--- config.mk ---
export PLATFORM = sky130hd
export DESIGN_NAME = run_length_detector_flat
export DESIGN_NICKNAME = d
export VERILOG_FILES = /design/src/rtl/run_length_detector_if.sv /design/src/rtl/run_length_detector.sv /design/src/flat_wrapper.sv
export SDC_FILE = /design/constraint.sdc
export NUM_CORES = 1
export LEC_CHECK = 0
export CORE_MARGIN = 2
export CORE_UTILIZATION = 39
export DETAILED_ROUTE_END_ITERATION = 10
export PLACE_DENSITY = 0.76
export SLEW_MARGIN = 20
export SYNTH_ARGS = -nofsm -noshare
export SYNTH_HDL_FRONTEND = slang
export SYNTH_SLANG_ARGS = --single-unit
--- constraint.sdc ---
create_clock -name CLK -period 2.6 [get_ports CLK]
set_input_delay 0.39 -clock CLK [delete_from_list [all_inputs] [get_ports CLK]]
set_output_delay 0.39 -clock CLK [all_outputs]
set_load 0.03 [all_outputs]
--- src/rtl/run_length_detector_if.sv ---
`default_nettype none
// ============================================================================
// Module      : run_length_detector_if
// Description : Bundles the sample, threshold, status and statistics signals
//               of run_length_detector. The master modport drives the stream
//               and the control inputs. The slave modport is the detector.
//               EN, IN       : sample enable and serial data bit
//               THR_WE/DIN   : threshold write
//               CLR_STATS    : statistics clear
//               OUT, DET     : run qualifies / one-cycle detection pulse
//               RUN_BIT/CNT  : current run polarity and length
//               STATE        : 00 IDLE, 01 RUN0, 10 RUN1
//               ZERO_RUNS, ONE_RUNS : detected-run statistics
// Revision    : 1.0 - initial release
// ============================================================================
interface run_length_detector_if #(
  parameter int CNT_W  = 8,
  parameter int STAT_W = 16
);
  logic              EN;
  logic              IN;
  logic              THR_WE;
  logic [CNT_W-1:0]  THR_DIN;
  logic              CLR_STATS;
  logic              OUT;
  logic              DET;
  logic              RUN_BIT;
  logic [CNT_W-1:0]  RUN_CNT;
  logic [1:0]        STATE;
  logic [STAT_W-1:0] ZERO_RUNS;
  logic [STAT_W-1:0] ONE_RUNS;

  modport master (
    output EN, IN, THR_WE, THR_DIN, CLR_STATS,
    input  OUT, DET, RUN_BIT, RUN_CNT, STATE, ZERO_RUNS, ONE_RUNS
  );

  modport slave (
    input  EN, IN, THR_WE, THR_DIN, CLR_STATS,
    output OUT, DET, RUN_BIT, RUN_CNT, STATE, ZERO_RUNS, ONE_RUNS
  );
endinterface
`default_nettype wire

--- src/rtl/run_length_detector.sv ---
`default_nettype none
// ============================================================================
// Module      : run_length_detector
// Description : Tracks the length of the current run of identical bits on a
//               serial stream with a saturating counter. OUT is high while
//               the run length is at or above a runtime threshold. DET pulses
//               for one cycle each time a run first qualifies.
// Ports       : CLK   - clock, rising edge
//               RESET - synchronous, active-low reset
//               bus   - run_length_detector_if.slave (stream, threshold,
//                       status and statistics signals)
// Options     : define RUN_DET_STATS_EN to build the ZERO_RUNS / ONE_RUNS
//               detection counters. Without it they read as 0 and CLR_STATS
//               is ignored.
// Revision    : 1.0 - initial release
// ============================================================================
module run_length_detector #(
  parameter int CNT_W      = 8,
  parameter int DEF_THRESH = 4,
  parameter int STAT_W     = 16
) (
  input  wire logic             CLK,
  input  wire logic             RESET,
  run_length_detector_if.slave  bus
);

  typedef enum logic [1:0] {
    ST_IDLE = 2'b00,
    ST_RUN0 = 2'b01,
    ST_RUN1 = 2'b10
  } state_t;

  localparam logic [CNT_W-1:0] c_cnt_max    = '1;
  localparam logic [CNT_W-1:0] c_cnt_one    = CNT_W'(1);
  // A zero threshold is never held. Treat a zero default like a zero write.
  localparam logic [CNT_W-1:0] c_def_thresh =
    (DEF_THRESH == 0) ? CNT_W'(1) : CNT_W'(DEF_THRESH);

  state_t           r_state;
  logic [CNT_W-1:0] r_cnt;
  logic [CNT_W-1:0] r_thresh;
  logic             r_run_bit;
  logic             r_out;
  logic             r_det;

  state_t           w_state_next;
  logic [CNT_W-1:0] w_cnt_next;
  logic             w_bit_next;
  logic             w_out_next;
  logic             w_det_next;

  // Next run state. These values are used only on EN edges.
  always_comb begin
    w_state_next = r_state;
    w_cnt_next   = r_cnt;
    case (r_state)
      ST_RUN0, ST_RUN1: begin
        if (bus.IN == (r_state == ST_RUN1)) begin
          w_cnt_next = (r_cnt == c_cnt_max) ? c_cnt_max : r_cnt + c_cnt_one;
        end else begin
          w_state_next = bus.IN ? ST_RUN1 : ST_RUN0;
          w_cnt_next   = c_cnt_one;
        end
      end
      default: begin
        // IDLE, and recovery from the unused encoding: start a new run.
        w_state_next = bus.IN ? ST_RUN1 : ST_RUN0;
        w_cnt_next   = c_cnt_one;
      end
    endcase
    w_bit_next = (w_state_next == ST_RUN1);
    w_out_next = (w_state_next != ST_IDLE) && (w_cnt_next >= r_thresh);
    // Pulse only when the run was not already qualifying with the same polarity.
    // This covers a polarity switch and a threshold lowered mid-run.
    w_det_next = w_out_next && !(r_out && (r_run_bit == w_bit_next));
  end

  always_ff @(posedge CLK) begin
    if (!RESET) begin
      r_state   <= ST_IDLE;
      r_cnt     <= '0;
      r_run_bit <= 1'b0;
      r_out     <= 1'b0;
      r_det     <= 1'b0;
      r_thresh  <= c_def_thresh;
    end else begin
      // The threshold write takes effect from the next EN edge.
      if (bus.THR_WE) begin
        r_thresh <= (bus.THR_DIN == '0) ? c_cnt_one : bus.THR_DIN;
      end
      if (bus.EN) begin
        r_state   <= w_state_next;
        r_cnt     <= w_cnt_next;
        r_run_bit <= w_bit_next;
        r_out     <= w_out_next;
        r_det     <= w_det_next;
      end else begin
        r_det     <= 1'b0;
      end
    end
  end

  assign bus.STATE   = r_state;
  assign bus.RUN_CNT = r_cnt;
  assign bus.RUN_BIT = r_run_bit;
  assign bus.OUT     = r_out;
  assign bus.DET     = r_det;

`ifdef RUN_DET_STATS_EN
  localparam logic [STAT_W-1:0] c_stat_max = '1;
  localparam logic [STAT_W-1:0] c_stat_one = STAT_W'(1);

  logic [STAT_W-1:0] r_zero_runs;
  logic [STAT_W-1:0] r_one_runs;

  // Count on the edge that registers DET, and file the count by the new run's polarity.
  always_ff @(posedge CLK) begin
    if (!RESET || bus.CLR_STATS) begin
      r_zero_runs <= '0;
      r_one_runs  <= '0;
    end else if (bus.EN && w_det_next) begin
      if (w_bit_next) begin
        if (r_one_runs != c_stat_max) r_one_runs <= r_one_runs + c_stat_one;
      end else begin
        if (r_zero_runs != c_stat_max) r_zero_runs <= r_zero_runs + c_stat_one;
      end
    end
  end

  assign bus.ZERO_RUNS = r_zero_runs;
  assign bus.ONE_RUNS  = r_one_runs;
`else
  logic w_unused_clr_stats;
  assign w_unused_clr_stats = bus.CLR_STATS;
  assign bus.ZERO_RUNS      = '0;
  assign bus.ONE_RUNS       = '0;
`endif

endmodule
`default_nettype wire

--- src/flat_wrapper.sv ---
// flat-port wrapper written by rule: the top's interface ports become plain ports
module run_length_detector_flat 
#(
  parameter int CNT_W      = 8,
  parameter int DEF_THRESH = 4,
  parameter int STAT_W     = 16
)
  (CLK, RESET, bus_EN, bus_IN, bus_THR_WE, bus_THR_DIN, bus_CLR_STATS, bus_OUT, bus_DET, bus_RUN_BIT, bus_RUN_CNT, bus_STATE, bus_ZERO_RUNS, bus_ONE_RUNS);
  run_length_detector_if #(.CNT_W(CNT_W), .STAT_W(STAT_W)) bus_i ();
  input  wire logic CLK;
  input  wire logic RESET;
  input wire logic [$bits(bus_i.EN)-1:0] bus_EN;
  input wire logic [$bits(bus_i.IN)-1:0] bus_IN;
  input wire logic [$bits(bus_i.THR_WE)-1:0] bus_THR_WE;
  input wire logic [$bits(bus_i.THR_DIN)-1:0] bus_THR_DIN;
  input wire logic [$bits(bus_i.CLR_STATS)-1:0] bus_CLR_STATS;
  output wire logic [$bits(bus_i.OUT)-1:0] bus_OUT;
  output wire logic [$bits(bus_i.DET)-1:0] bus_DET;
  output wire logic [$bits(bus_i.RUN_BIT)-1:0] bus_RUN_BIT;
  output wire logic [$bits(bus_i.RUN_CNT)-1:0] bus_RUN_CNT;
  output wire logic [$bits(bus_i.STATE)-1:0] bus_STATE;
  output wire logic [$bits(bus_i.ZERO_RUNS)-1:0] bus_ZERO_RUNS;
  output wire logic [$bits(bus_i.ONE_RUNS)-1:0] bus_ONE_RUNS;
  assign bus_i.EN = bus_EN;
  assign bus_i.IN = bus_IN;
  assign bus_i.THR_WE = bus_THR_WE;
  assign bus_i.THR_DIN = bus_THR_DIN;
  assign bus_i.CLR_STATS = bus_CLR_STATS;
  assign bus_OUT = bus_i.OUT;
  assign bus_DET = bus_i.DET;
  assign bus_RUN_BIT = bus_i.RUN_BIT;
  assign bus_RUN_CNT = bus_i.RUN_CNT;
  assign bus_STATE = bus_i.STATE;
  assign bus_ZERO_RUNS = bus_i.ZERO_RUNS;
  assign bus_ONE_RUNS = bus_i.ONE_RUNS;
  run_length_detector #(.CNT_W(CNT_W), .DEF_THRESH(DEF_THRESH), .STAT_W(STAT_W)) u_core (.CLK(CLK), .RESET(RESET), .bus(bus_i));
endmodule
Word level (Yosys, flattened, before mapping)
Cells that the tools add are included.
{"block": "totals", "wordCells": 29, "register_bits": 21}
{"block": "classes", "n_eq_ne": 6, "muxes": 7, "n_reduce_logical": 8, "add_sub_neg": 1, "order_cmp": 1}
{"operator": "2-to-1 mux 8 bit", "n": 4}
{"operator": "adder 8 x 1 -> 8 bit, second input constant", "n": 1}
{"operator": "== test 8 bit, second input constant", "n": 1}
{"operator": ">= comparator 8 bit", "n": 1}
{"operator": "zero test 8 bit", "n": 1}
{"operator": "2-to-1 mux 2 bit", "n": 3}
{"operator": "== test 2 bit, second input constant", "n": 2}
{"operator": "logical AND 1 bit", "n": 3}
{"operator": "== test 1 bit", "n": 2}
{"operator": "== test 2 x 1 -> 1 bit, second input constant", "n": 1}
{"operator": "AND reduction 2 bit", "n": 1}
{"operator": "nonzero test 2 bit", "n": 1}
{"operator": "OR reduction 2 bit", "n": 1}
{"operator": "zero test 1 bit", "n": 1}

Longest topological paths before layout
{"block": "logic_depth", "depth_word": 9, "depth_mapped": 12}

Worst setup path after synthesis
Ideal clock, no wire load.
{"block": "synth_timing", "path_type": "register to register", "start": "register u_core.r_state[0] (netlist: u_core.bus.STATE[0])", "end": "register u_core.r_det (netlist: u_core.bus.DET)", "stages_incl_launch_ff": 13, "required_time_ns": 2.524, "setup_time_ns": 0.076, "period_less_slack_ns": 2.825, "path_slack_ns": -0.225, "n_path_buf": 1, "arrival_ns": 2.749, "cell_sequence": "dfxtp_1 -> inv_1 -> ha_1 -> xor2_1 -> or2_2 -> buf_4 -> a21o_1 -> nor2_1 -> ha_1 -> and3_2 -> a221oi_1 -> or3_2 -> a22oi_2"}
{"block": "synth_via", "elab_cells_between_ends": 16, "cone_classes": "1 x order compare; 5 x eq/ne; 4 x mux; 6 x reduce/logical"}
{"item": "start: declaration", "line": "run_length_detector.sv:39", "rtl": "state_t r_state;"}
{"item": "start signal: assignment", "line": "run_length_detector.sv:92", "rtl": "r_state <= w_state_next;"}
{"item": "== test 2 bit", "line": "run_length_detector.sv:56, run_length_detector.sv:58"}
{"item": "== test 1 bit", "line": "run_length_detector.sv:58", "rtl": "if (bus.IN == (r_state == ST_RUN1)) begin"}
{"item": "2-to-1 mux 8 bit", "line": "run_length_detector.sv:58"}
{"item": "2-to-1 mux 8 bit (*)", "line": "run_length_detector.sv:56", "rtl": "case (r_state)"}
{"item": "named net u_core.w_cnt_next[7]", "line": "run_length_detector.sv:47", "rtl": "logic [CNT_W-1:0] w_cnt_next;"}
{"item": ">= comparator 8 bit (*)", "line": "run_length_detector.sv:72", "rtl": "w_out_next = (w_state_next != ST_IDLE) && (w_cnt_next >= r_thresh);"}
{"item": "logical AND 1 bit (*)", "line": "run_length_detector.sv:72"}
{"item": "logical AND 1 bit (*)", "line": "run_length_detector.sv:75", "rtl": "w_det_next = w_out_next && !(r_out && (r_run_bit == w_bit_next));"}
{"item": "end signal: assignment", "line": "run_length_detector.sv:96", "rtl": "r_det <= w_det_next;"}
{"item": "end: declaration", "line": "run_length_detector.sv:44", "rtl": "logic r_det;"}
Mark *: on every way through the listed nets, which the timed path passes. The rest lies on a longest branch.
A chain may end at the register's enable or synchronous reset.

Worst setup path after layout
{"block": "layout_timing", "start": "input port bus_IN", "end": "register u_core.r_det (netlist: u_core.bus.DET)"}
{"block": "layout_via", "elab_cells_between_ends": 14, "cone_classes": "1 x order compare; 3 x eq/ne; 5 x mux; 5 x reduce/logical"}
{"item": "start: declaration", "line": "flat_wrapper.sv:13", "rtl": "input wire logic [$bits(bus_i.IN)-1:0] bus_IN;"}
{"item": "== test 1 bit", "line": "run_length_detector.sv:58"}
{"item": "2-to-1 mux 8 bit", "line": "run_length_detector.sv:58"}
{"item": "2-to-1 mux 8 bit", "line": "run_length_detector.sv:56"}
{"item": "named net u_core.w_cnt_next[6]", "line": "run_length_detector.sv:47"}
{"item": ">= comparator 8 bit", "line": "run_length_detector.sv:72"}
{"item": "logical AND 1 bit", "line": "run_length_detector.sv:72"}
{"item": "logical AND 1 bit", "line": "run_length_detector.sv:75"}
The timed path passes the listed nets, and every way through them passes these cells.

==> flow_summary.toml <==
[die]
fp.dieH_microns = 66.0
die_area_sq_um = 4360
rows = 22
die_w_microns = 66.0
pin_count = 59
start_util = 0.406
coreArea_sq_um = 3690

[finish]
n_antenna_cell = 0
syn_to_final_growth_pct = 27.0
fin_nets = 243
drive_above_1_share = 0.206
n_fill_cell = 368
fin_area_sq_um = 1900

[grt]
antenna_found_initial = 0
grt_pass1_wl_microns = 4910
grt_max_degree = 15
gr-total-overflow = 0
grt_pass1_vias = 1102
grtUsageTotal = 0.141

[critical_path]
cp-start-kind = "primary input"
crit_type = "primary input to flip-flop"
crit_slowest_cell = "or4_4"
r2r-end = "u_core.bus.DET"
critPathRequiredTime_ns = 2.80
rr_worst_depth = 11
critical_path.endpoint_type = "flip-flop"
arrival_ns = 2.75
slowest_delay_ns = 0.52
crit_fanout = 3
crit_chain = "clkdlybuf4s50_1, xor2_2, or2_4, a31o_2, nor2_2, ha_1, and3_4, nand4_1, or4_4, a22oi_2"
r2r_start = "u_core.bus.STATE[0]"
reg2reg_setup_slack_ns = 0.07

[yosys]
synth_compound_area_frac = 0.203
ys_ff_latch = 21
synthXorXnorAreaFrac = 0.0292
synthFlopType = "dfxtp_1"
synth-simple-area-share = 0.144
yosysSeqAreaShare = 0.280
synth_top_family_by_area = "buffers and inverters"
syn_area_sq_um = 1500
synth_edf_count = 0
async_flop_share = 0
syn_avg_cell_area_sq_um = 8.33
muxShareOfSynthArea = 0.0467
syn-instance-count = 180
yosysWarnings = 0
synth_cell_types = 43
synth_fa_ha_area_frac = 0.0835

[worst_hold_path]
whs_path_depth = 1
hold_end = "u_core.bus.DET"
worstHoldStart = "u_core.bus.OUT"
hp-class = "flip-flop to flip-flop"

[timing]
period_share = 0.980
slew_headroom = 0.664
rsz0062_at_grt = "true"
worstMarginPinSlew_ns = 0.503
hold_viol = 0
slew_viol_final = 0
clock_skew_ns = 0.00438
min_period_ns = 2.55
setup_violations = 0
setup-tns-final_ns = 0
timing.fmax_mhz = 392

[placement]
hpwl_microns = 2230
port_buffers = 25
gp_congestion = 0.776
placed_area_sq_um = 1760

[route]
dr.pass1.iters = 4
drt_iter0_drc = 45
ant_nets = 0
drc = 0
vias = 1282
drt-total-wl_microns = 3070
routedWlPerCell_microns = 11.5
via_per_inst = 4.82

[outcome]
status = "finished clean"

[clocking]
clkLatencyLatePin_ns = 0.26
tritoncts = "done"
cts_buffer_depth = 2
numClockSinks = 21
clk_pin_slew_ns = 0.08
cts-root-buf = "clkbuf_8"
hold_buffers = 0
cts_buffers = 3
h-tree-depth = 1

[power]
ir_worst_vdd_mv = 0.224
p_per_area_nw_per_um2 = 421
p_leak_nw = 0.827

[flow_run]
drv_cap = 0
per-stage QoR:
stage               total power, mW  instances  hold slack (ns)  setup slack [ns]   util
floorplan                     0.544        211            0.459            0.0184      -
global placement              0.566        258            0.474            -0.201  0.478
detailed placement            0.569        258            0.472            -0.209  0.478
CTS                           0.788        262            0.484            0.0232  0.490
global route                  0.853        266            0.504           -0.0534  0.516
finish                        0.802        266            0.475            0.0519  0.516
timing repair:
action / CTS / global route
resized for setup: 0 / 15
endpoints found under the setup margin: 0 / 2
setup buffers: 0 / 4
final cells by class:
type	count	area [sq um]	share of cell area
clock buffers	3	41.3	0.0217
clock inverters	1	5.00	0.00263
inverters	10	40.0	0.0210
multi-input cells	140	937	0.492
flip-flops and latches	21	432	0.227
well taps	48	60.1	0.0315
repair buffers	43	389	0.204
worst max path at each step:
stage               cells past startpoint        endpoint                  start  slack, ns
floorplan                              11  u_core.bus.DET  u_core.bus.RUN_CNT[0]       0.02
global placement                       10  u_core.bus.OUT                 bus_IN      -0.20
detailed placement                     10  u_core.bus.DET                 bus_IN      -0.21
CTS                                    11  u_core.bus.DET    u_core.bus.STATE[0]       0.02
global route                           11  u_core.bus.DET    u_core.bus.STATE[0]      -0.05
finish                                 10  u_core.bus.DET                 bus_IN       0.05
registers in the layout, indices dropped and copies added (netlist names):
name and cells:
u_core.bus.DET 1, u_core.bus.RUN_BIT 1, u_core.r_thresh 8, u_core.bus.STATE 2, u_core.bus.OUT 1, u_core.bus.RUN_CNT 8
report_power, final:
| part | total (mW) | internal (mW) | switching (mW) | leakage (nW) |
|---|---|---|---|---|
| Combinational | 0.240 | 0.0935 | 0.146 | 0.627 |
| Clock | 0.219 | 0.107 | 0.112 | 0.0255 |
| Sequential | 0.344 | 0.335 | 0.00908 | 0.174 |
| Total | 0.802 | 0.535 | 0.267 | 0.827 |
logic make-up after synthesis:
| kind of cell | count (synthesis) |
|---|---|
| other | 1 |
| adders and majority gates | 10 |
| and+or+nand+nor | 42 |
| muxes | 7 |
| DFF | 21 |
| buffers and inverters | 50 |
| AOI/OAI and AO/OA | 44 |
| xor gates and xnor gates | 5 |
routing by layer:
| layer | track usage | wire length [microns] |
|---|---|---|
| met5 | 0 | 0 |
| met4 | 0.0230 | 19 |
| met3 | 0.0358 | 160 |
| met2 | 0.230 | 1500 |
| met1 | 0.190 | 1390 |
synth_stat cells, types with 2 or more instances:
cell type | number | share of area
o21ai_0 | 3 | 0.010
mux2i_1 | 7 | 0.047
o211ai_1 | 2 | 0.010
buf_1 | 2 | 0.0050
xor2_1 | 2 | 0.012
dfxtp_1 | 21 | 0.28
clkbuf_1 | 3 | 0.0075
a31o_2 | 3 | 0.018
nand2b_1 | 2 | 0.0083
a21oi_1 | 13 | 0.043
xnor2_1 | 3 | 0.018
inv_1 | 10 | 0.025
and3_1 | 4 | 0.017
ha_1 | 10 | 0.083
buf_4 | 34 | 0.17
a31oi_1 | 3 | 0.013
or2_2 | 2 | 0.0083
a211oi_1 | 5 | 0.025
nand2_1 | 5 | 0.013
nor4_1 | 2 | 0.0083
nor2_1 | 18 | 0.045
a21o_1 | 5 | 0.025
worst max-delay path: cells and delay by family:
kind / cells / cell delay (ns)
simple gates: 5 / 1.17
buf+inv: 1 / 0.46
compound gates: 2 / 0.41
xor+xnor: 1 / 0.17
fa+ha+maj: 1 / 0.15
cells in the final DEF, fill, tap and decap left out, types with 2 or more instances in the layout:
cell type        synthesis  final
o211ai_1                 2      2
a21oi_1                 13     13
clkbuf_8                 0      3
nor2_2                   0      2
o21ai_0                  3      3
nand2_1                  5      5
inv_1                   10      9
clkdlybuf4s50_1          0     25
dfxtp_4                  0      2
conb_1                   1     32
a31o_2                   3      3
nor4_1                   2      2
mux2i_1                  7      7
dfxtp_2                  0      3
buf_4                   34     17
and3_1                   4      4
a211oi_1                 5      5
ha_4                     0      2
a31oi_1                  3      3
a21o_1                   5      5
ha_1                    10      8
nand2b_1                 2      2
dfxtp_1                 21     16
xnor2_1                  3      3
nor2_1                  18     16
No activity file was read; power rests on OpenSTA's default activity.
